<file path="src/rtl/core_mem_bridge_if.sv">
// core_mem_bridge_if: core word-transfer port plus the Avalon-MM master port of the bridge.
// Latency: none, wiring only.
// Backpressure: carried by avl_waitrequest; the core side waits for mem_ready.
interface core_mem_bridge_if;
    // Core control side.
    logic        mem_start;
    logic        mem_write;
    logic [29:0] mem_addr;
    logic [31:0] mem_data_wr;
    logic        mem_ready;
    logic [31:0] mem_data_rd;
    logic        mem_fault;

    // Avalon-MM side.
    logic [31:0] avl_address;
    logic        avl_read;
    logic        avl_write;
    logic [31:0] avl_writedata;
    logic [3:0]  avl_byteenable;
    logic        avl_waitrequest;
    logic [31:0] avl_readdata;
    logic        avl_readdatavalid;

    // slave: the bridge's view (answers the core, masters the Avalon bus).
    modport slave (
        input  mem_start, mem_write, mem_addr, mem_data_wr,
        output mem_ready, mem_data_rd, mem_fault,
        output avl_address, avl_read, avl_write, avl_writedata, avl_byteenable,
        input  avl_waitrequest, avl_readdata, avl_readdatavalid
    );

    // master: the surroundings' view (core control issuing requests, interconnect responding).
    modport master (
        output mem_start, mem_write, mem_addr, mem_data_wr,
        input  mem_ready, mem_data_rd, mem_fault,
        input  avl_address, avl_read, avl_write, avl_writedata, avl_byteenable,
        output avl_waitrequest, avl_readdata, avl_readdatavalid
    );
endinterface

</file>
<file path="src/rtl/core_mem_bridge.sv">
// core_mem_bridge: one Avalon-MM read/write per core request; optional timeout via CORE_MEM_TIMEOUT_EN.
// Latency: bus request the cycle after mem_start; mem_ready at the earliest two cycles after mem_start.
// Backpressure: request held stable through avl_waitrequest; one transaction in flight, no buffering.
module core_mem_bridge #(
    parameter int unsigned TIMEOUT_CYCLES = 1024
) (
    input  logic             clk,
    input  logic             rst_n,
    core_mem_bridge_if.slave bus
);

    typedef enum logic [1:0] {
        IDLE      = 2'd0,
        REQUEST   = 2'd1,
        WAIT_DATA = 2'd2
    } state_t;

    state_t      state_q, state_d;
    logic        avl_read_q, avl_read_d;
    logic        avl_write_q, avl_write_d;
    logic [31:0] avl_address_q, avl_address_d;
    logic [31:0] avl_writedata_q, avl_writedata_d;
    logic        write_q, write_d;
    logic        mem_ready_q, mem_ready_d;
    logic [31:0] mem_data_rd_q, mem_data_rd_d;

    logic accept;
    logic wr_done;
    logic rd_done;
    logic done;
    logic timeout_hit;

    // Completion events; read data arriving in the accept cycle finishes the read right away.
    always_comb begin
        accept  = (state_q == REQUEST) && !bus.avl_waitrequest;
        wr_done = accept && write_q;
        rd_done = ((accept && !write_q) || (state_q == WAIT_DATA)) && bus.avl_readdatavalid;
        done    = wr_done || rd_done;
    end

`ifdef CORE_MEM_TIMEOUT_EN
    localparam int unsigned    CNT_W    = (TIMEOUT_CYCLES > 2) ? $clog2(TIMEOUT_CYCLES) : 1;
    localparam logic [CNT_W-1:0] CNT_LAST = CNT_W'(TIMEOUT_CYCLES - 1);

    logic [CNT_W-1:0] cnt_q, cnt_d;
    logic             mem_fault_q, mem_fault_d;

    // Timeout only fires when nothing legitimately completes in the same cycle.
    always_comb begin
        timeout_hit = (state_q != IDLE) && (cnt_q == CNT_LAST) && !done;
    end

    // Counter restarts on each accepted request and runs while a transaction is open.
    always_comb begin
        cnt_d       = cnt_q;
        mem_fault_d = timeout_hit;
        if (state_q == IDLE) begin
            if (bus.mem_start) begin
                cnt_d = '0;
            end
        end else begin
            cnt_d = cnt_q + CNT_W'(1);
        end
    end

    // Timeout counter and fault flag registers.
    always_ff @(posedge clk or negedge rst_n) begin
        if (!rst_n) begin
            cnt_q       <= '0;
            mem_fault_q <= 1'b0;
        end else begin
            cnt_q       <= cnt_d;
            mem_fault_q <= mem_fault_d;
        end
    end

    assign bus.mem_fault = mem_fault_q;
`else
    // Without the timeout the bridge waits as long as the bus takes.
    assign timeout_hit   = 1'b0;
    assign bus.mem_fault = 1'b0;
`endif

    // FSM state register; reset drops any open bus transaction immediately.
    always_ff @(posedge clk or negedge rst_n) begin
        if (!rst_n) begin
            state_q <= IDLE;
        end else begin
            state_q <= state_d;
        end
    end

    // FSM next state; mem_start is only looked at in IDLE.
    always_comb begin
        state_d = state_q;
        case (state_q)
            IDLE: begin
                if (bus.mem_start) begin
                    state_d = REQUEST;
                end
            end
            REQUEST: begin
                if (done || timeout_hit) begin
                    state_d = IDLE;
                end else if (accept) begin
                    state_d = WAIT_DATA;
                end
            end
            WAIT_DATA: begin
                if (done || timeout_hit) begin
                    state_d = IDLE;
                end
            end
            default: state_d = IDLE;
        endcase
    end

    // FSM outputs: latch the request, drop it on acceptance or timeout, capture read data.
    always_comb begin
        avl_read_d      = avl_read_q;
        avl_write_d     = avl_write_q;
        avl_address_d   = avl_address_q;
        avl_writedata_d = avl_writedata_q;
        write_d         = write_q;
        mem_data_rd_d   = mem_data_rd_q;
        mem_ready_d     = done || timeout_hit;

        if ((state_q == IDLE) && bus.mem_start) begin
            avl_address_d   = {bus.mem_addr, 2'b00};
            avl_writedata_d = bus.mem_data_wr;
            write_d         = bus.mem_write;
            avl_read_d      = !bus.mem_write;
            avl_write_d     = bus.mem_write;
        end

        if (accept || timeout_hit) begin
            avl_read_d  = 1'b0;
            avl_write_d = 1'b0;
        end

        if (rd_done) begin
            mem_data_rd_d = bus.avl_readdata;
        end
    end

    // Output and request registers; every output of the bridge comes from a flop.
    always_ff @(posedge clk or negedge rst_n) begin
        if (!rst_n) begin
            avl_read_q      <= 1'b0;
            avl_write_q     <= 1'b0;
            avl_address_q   <= '0;
            avl_writedata_q <= '0;
            write_q         <= 1'b0;
            mem_ready_q     <= 1'b0;
            mem_data_rd_q   <= '0;
        end else begin
            avl_read_q      <= avl_read_d;
            avl_write_q     <= avl_write_d;
            avl_address_q   <= avl_address_d;
            avl_writedata_q <= avl_writedata_d;
            write_q         <= write_d;
            mem_ready_q     <= mem_ready_d;
            mem_data_rd_q   <= mem_data_rd_d;
        end
    end

    assign bus.avl_read       = avl_read_q;
    assign bus.avl_write      = avl_write_q;
    assign bus.avl_address    = avl_address_q;
    assign bus.avl_writedata  = avl_writedata_q;
    assign bus.avl_byteenable = 4'b1111;
    assign bus.mem_ready      = mem_ready_q;
    assign bus.mem_data_rd    = mem_data_rd_q;

endmodule

</file>
<file path="src/flat_wrapper.sv">
// flat-port wrapper written by rule: the top's interface ports become plain ports
module core_mem_bridge_flat 
#(
    parameter int unsigned TIMEOUT_CYCLES = 1024
)
  (clk, rst_n, bus_mem_start, bus_mem_write, bus_mem_addr, bus_mem_data_wr, bus_mem_ready, bus_mem_data_rd, bus_mem_fault, bus_avl_address, bus_avl_read, bus_avl_write, bus_avl_writedata, bus_avl_byteenable, bus_avl_waitrequest, bus_avl_readdata, bus_avl_readdatavalid);
  core_mem_bridge_if bus_i ();
  input  logic clk;
  input  logic rst_n;
  input wire logic [$bits(bus_i.mem_start)-1:0] bus_mem_start;
  input wire logic [$bits(bus_i.mem_write)-1:0] bus_mem_write;
  input wire logic [$bits(bus_i.mem_addr)-1:0] bus_mem_addr;
  input wire logic [$bits(bus_i.mem_data_wr)-1:0] bus_mem_data_wr;
  output wire logic [$bits(bus_i.mem_ready)-1:0] bus_mem_ready;
  output wire logic [$bits(bus_i.mem_data_rd)-1:0] bus_mem_data_rd;
  output wire logic [$bits(bus_i.mem_fault)-1:0] bus_mem_fault;
  output wire logic [$bits(bus_i.avl_address)-1:0] bus_avl_address;
  output wire logic [$bits(bus_i.avl_read)-1:0] bus_avl_read;
  output wire logic [$bits(bus_i.avl_write)-1:0] bus_avl_write;
  output wire logic [$bits(bus_i.avl_writedata)-1:0] bus_avl_writedata;
  output wire logic [$bits(bus_i.avl_byteenable)-1:0] bus_avl_byteenable;
  input wire logic [$bits(bus_i.avl_waitrequest)-1:0] bus_avl_waitrequest;
  input wire logic [$bits(bus_i.avl_readdata)-1:0] bus_avl_readdata;
  input wire logic [$bits(bus_i.avl_readdatavalid)-1:0] bus_avl_readdatavalid;
  assign bus_i.mem_start = bus_mem_start;
  assign bus_i.mem_write = bus_mem_write;
  assign bus_i.mem_addr = bus_mem_addr;
  assign bus_i.mem_data_wr = bus_mem_data_wr;
  assign bus_mem_ready = bus_i.mem_ready;
  assign bus_mem_data_rd = bus_i.mem_data_rd;
  assign bus_mem_fault = bus_i.mem_fault;
  assign bus_avl_address = bus_i.avl_address;
  assign bus_avl_read = bus_i.avl_read;
  assign bus_avl_write = bus_i.avl_write;
  assign bus_avl_writedata = bus_i.avl_writedata;
  assign bus_avl_byteenable = bus_i.avl_byteenable;
  assign bus_i.avl_waitrequest = bus_avl_waitrequest;
  assign bus_i.avl_readdata = bus_avl_readdata;
  assign bus_i.avl_readdatavalid = bus_avl_readdatavalid;
  core_mem_bridge #(.TIMEOUT_CYCLES(TIMEOUT_CYCLES)) u_core (.clk(clk), .rst_n(rst_n), .bus(bus_i));
endmodule
</file>
<file path="config.mk">
export PLATFORM = sky130hd
export DESIGN_NAME = core_mem_bridge_flat
export DESIGN_NICKNAME = d
export VERILOG_FILES = /design/src/rtl/core_mem_bridge_if.sv /design/src/rtl/core_mem_bridge.sv /design/src/flat_wrapper.sv
export SDC_FILE = /design/constraint.sdc
export NUM_CORES = 1
export LEC_CHECK = 0
export CAP_MARGIN = 10
export CORE_ASPECT_RATIO = 1.2
export CORE_MARGIN = 4
export CORE_UTILIZATION = 43
export DETAILED_ROUTE_END_ITERATION = 7
export GPL_TIMING_DRIVEN = 0
export PLACE_DENSITY = 0.84
export RECOVER_POWER = 25
export SLEW_MARGIN = 20
export SYNTH_ARGS = -nofsm -noshare
export SYNTH_HDL_FRONTEND = slang
export SYNTH_SLANG_ARGS = --single-unit
</file>
<file path="constraint.sdc">
create_clock -name clk -period 4 [get_ports clk]
set_input_delay 0.4 -clock clk [delete_from_list [all_inputs] [get_ports clk]]
set_output_delay 0.4 -clock clk [all_outputs]
set_load 0.02 [all_outputs]
</file>
==> out/metrics.csv <==
metric;value;unit
max cap viols;0;
final setup margin;2.20;ns
part of the power in registers;38.5;%
CP delay by family, top;buffers and inverters;
drt drc;0;
Lkg Pwr;2.77;nW
routed wire length;9280;microns
sequential fraction of the synthesis area;62.4;%
Clk pwr share;14.8;%
Largest stage delay, worst path;0.67;ns
Die ar.;10900;sq um
DP Worst Slack;1.92;ns
clock buffer count from CTS;9;
CTS clk-pin slew, worst paths;0.08;ns
Slew headroom;31.5;%
most area-consuming cells after synthesis;dfrtp_1 (62%), mux2_2 (17%), mux2_4 (11%);
register bit count reported by yosys;100;
Pre-antenna DRT Iters;4;
largest net degree at the start of global routing;85;
RR Endpoint;u_core.bus.avl_writedata[20];
layout cell share with drive strength beyond 1;27.8;%
top cell type by total area after synthesis;dfrtp_1;
period utilization;45.1;%
reg-to-reg slack, setup;2.32;ns
commonest non-fill, non-tap cell in the layout;clkdlybuf4s50_1;
htree depth;3;
Pint;2.75;mW
CTS max path bufs;2;
initial antenna violation count;0;
Avg WL per Cell;16.2;microns
Max Freq;0.555;GHz
sw frac;32.5;%
Fill cells;631;
status;completed;
critical path arrival;1.40;ns
RSZ-0062 raised after global routing;no;
DR vias;2623;
core area;9080;sq um
overall routing resource usage;17.4;%
multi-input logic area;1360;sq um
Die Span X;96.2;microns
Setup-failing EPs final;0;
first-pass GRT wire length;14400;microns
largest vdd supply drop;0.378;mV
final slew viol count;0;
synthesized area;4010;sq um
CP Cell Sequence;clkdlybuf4s50_1;
CP Data Required Time;3.60;ns
Hold Crit Start;u_core.bus.avl_address[12];
Layout Skew;0.00471;ns
remaining global-route overflow;0;
FF-to-FF path depth;4;
Setup crit start;u_core.bus.avl_read;
diode count;0;
First DRT Iteration DRCs;59;
Register Area;2500;sq um
yosys warns;0;
number of global-route vias before repair;2887;
share of the synthesized area in the top cell type;62.4;%
Non-Filler Instances;574;
Worst Hold Class;reg -> reg;
Layout Area Growth over Synthesis;58.6;%
switching power;1.33;mW
Cell Pwr Density;641;nW/um^2
root buffer cell;clkbuf_8;
commonest non-fill, non-tap cells in the layout;clkdlybuf4s50_1 (194), dfrtp_1 (100), mux2_2 (60), mux2_4 (30), clkbuf_8 (13);
post-DP HPWL;7160;microns
initial core utilization;44.2;%
# Post-CTS Setup Buffers;0;
Clock Latency Late Sink;0.35;ns
CTS tree;yes;
CP max FO;3;
routability cong.;0.739;
total clock sinks;100;
slew of the pin with the lowest slew margin;1.03;ns
dpl cells;558;
post-synthesis instance total;236;
slowest cell on the critical path;clkdlybuf4s50_1;
Worst R2R Start;u_core.state_q[1];
# IOs;204;
Die Ht;114;microns
Site Rows;38;
Final Hold Viols;0;
count of input and output buffers;196;
remaining antenna violation count;0;
Nets;550;
post-synthesis cell type count;20;
worst setup path endpoint;bus_avl_read;
critical path depth;1;
Bufs and invs on worst path;1;
combinational share of power;46.7;%
min cycle time layout;1.80;ns
crit start category;register;
post-synthesis average cell area;17.0;sq um
Via density;4.57;
critical path class;reg -> out;
crit path capture type;output port;
-- stage by stage --
| stage | TNS [ns] | total power, mW | hold WS, ns | util (%) | instance area, sq um |
|---|---|---|---|---|---|
| 6_report | 0 | 4.08 | 0.490 | 70.0 | 6360 |
| 5_1_grt | 0 | 4.30 | 0.522 | 70.0 | 6360 |
| 4_1_cts | 0 | 4.14 | 0.431 | 70.1 | 6370 |
| 3_5_place_dp | 0 | 3.52 | 0.245 | 67.9 | 6170 |
| 3_3_place_gp | -105.15 | 3.47 | 0.467 | 67.6 | 6140 |
| 2_1_floorplan | 0 | 2.54 | 0.104 | - | 4030 |
-- what timing repair did --
action / CTS / global route
gates resized for setup: 0 / 0
endpoints found under the hold margin: 16 / 0
hold buffers: 1 / 0
-- flip-flops by register name (all words and copies together), names as in the netlist --
register,count
u_core.bus.mem_data_rd,32
u_core.bus.avl_write,1
u_core.bus.avl_address,30
u_core.bus.mem_ready,1
u_core.write_q,1
u_core.bus.avl_writedata,32
u_core.state_q,2
u_core.bus.avl_read,1
-- layer usage --
layer / global-route usage [%] / vias to the layer above / share of wire, %
li1: - / 1234 / -
met2: 29.1 / 124 / 50
met1: 20.1 / 1251 / 38
met4: 7.69 / 0 / 2.0
met5: 0 / - / 0
met3: 5.61 / 14 / 10
-- kinds of logic (layout without fill, tap and decap cells) --
group                  Yosys count  in the layout  share of synthesized area (%)
AND/OR/NAND/NOR                 12             12                           2.00
other                            2              7                          0.187
buffers and inverters           19            232                           4.21
multiplexers                    96             96                           29.7
AO/OA/AOI/OAI                    7              7                           1.47
flip-flops                     100            100                           62.4
-- cell type report --
cell class / instances / share of cell area, %
flip-flops and latches: 100 / 39.3
repair buffers: 198 / 31.3
multi-input cells: 122 / 21.3
clock buffers: 14 / 2.87
plain buffers: 17 / 2.54
well taps: 120 / 2.36
inverters: 2 / 0.118
clock inverters: 1 / 0.0787
-- power groups by stage --
stage | logic (mW) | clock network [mW] | registers (mW)
final | 1.90 | 0.605 | 1.57
after global routing | 2.01 | 0.671 | 1.62
after CTS | 1.93 | 0.630 | 1.58
after detailed placement | 1.93 | 0 | 1.59
after global placement | 1.90 | 0 | 1.57
after floorplan | 0.521 | 0 | 2.02
-- synth_stat cells --
| cell | instances |
|---|---|
| a21o_1 | 1 |
| a2bb2oi_1 | 2 |
| buf_4 | 8 |
| buf_6 | 9 |
| conb_1 | 2 |
| dfrtp_1 | 100 |
| inv_1 | 2 |
| mux2_1 | 5 |
| mux2_2 | 60 |
| mux2_4 | 30 |
| mux2i_1 | 1 |
| nand2_1 | 4 |
| nand2b_1 | 1 |
| nor2_1 | 4 |
| nor2_4 | 1 |
| nor2b_2 | 1 |
| nor4b_4 | 1 |
| o211ai_1 | 1 |
| o21ai_0 | 2 |
| o21ai_4 | 1 |
-- worst min path at each step --
| stage | end | slack (ns) | cells past startpoint |
|---|---|---|---|
| finish | u_core.bus.avl_address[12] | 0.49 | 1 |
| detailed placement | u_core.bus.avl_address[4] | 0.25 | 1 |
| CTS | u_core.bus.avl_address[4] | 0.43 | 2 |
| floorplan | u_core.bus.avl_address[10] | 0.10 | 0 |
| global route | u_core.bus.avl_address[12] | 0.52 | 1 |
| global placement | u_core.bus.avl_address[12] | 0.47 | 1 |
(Power assumes the default switching activity.)
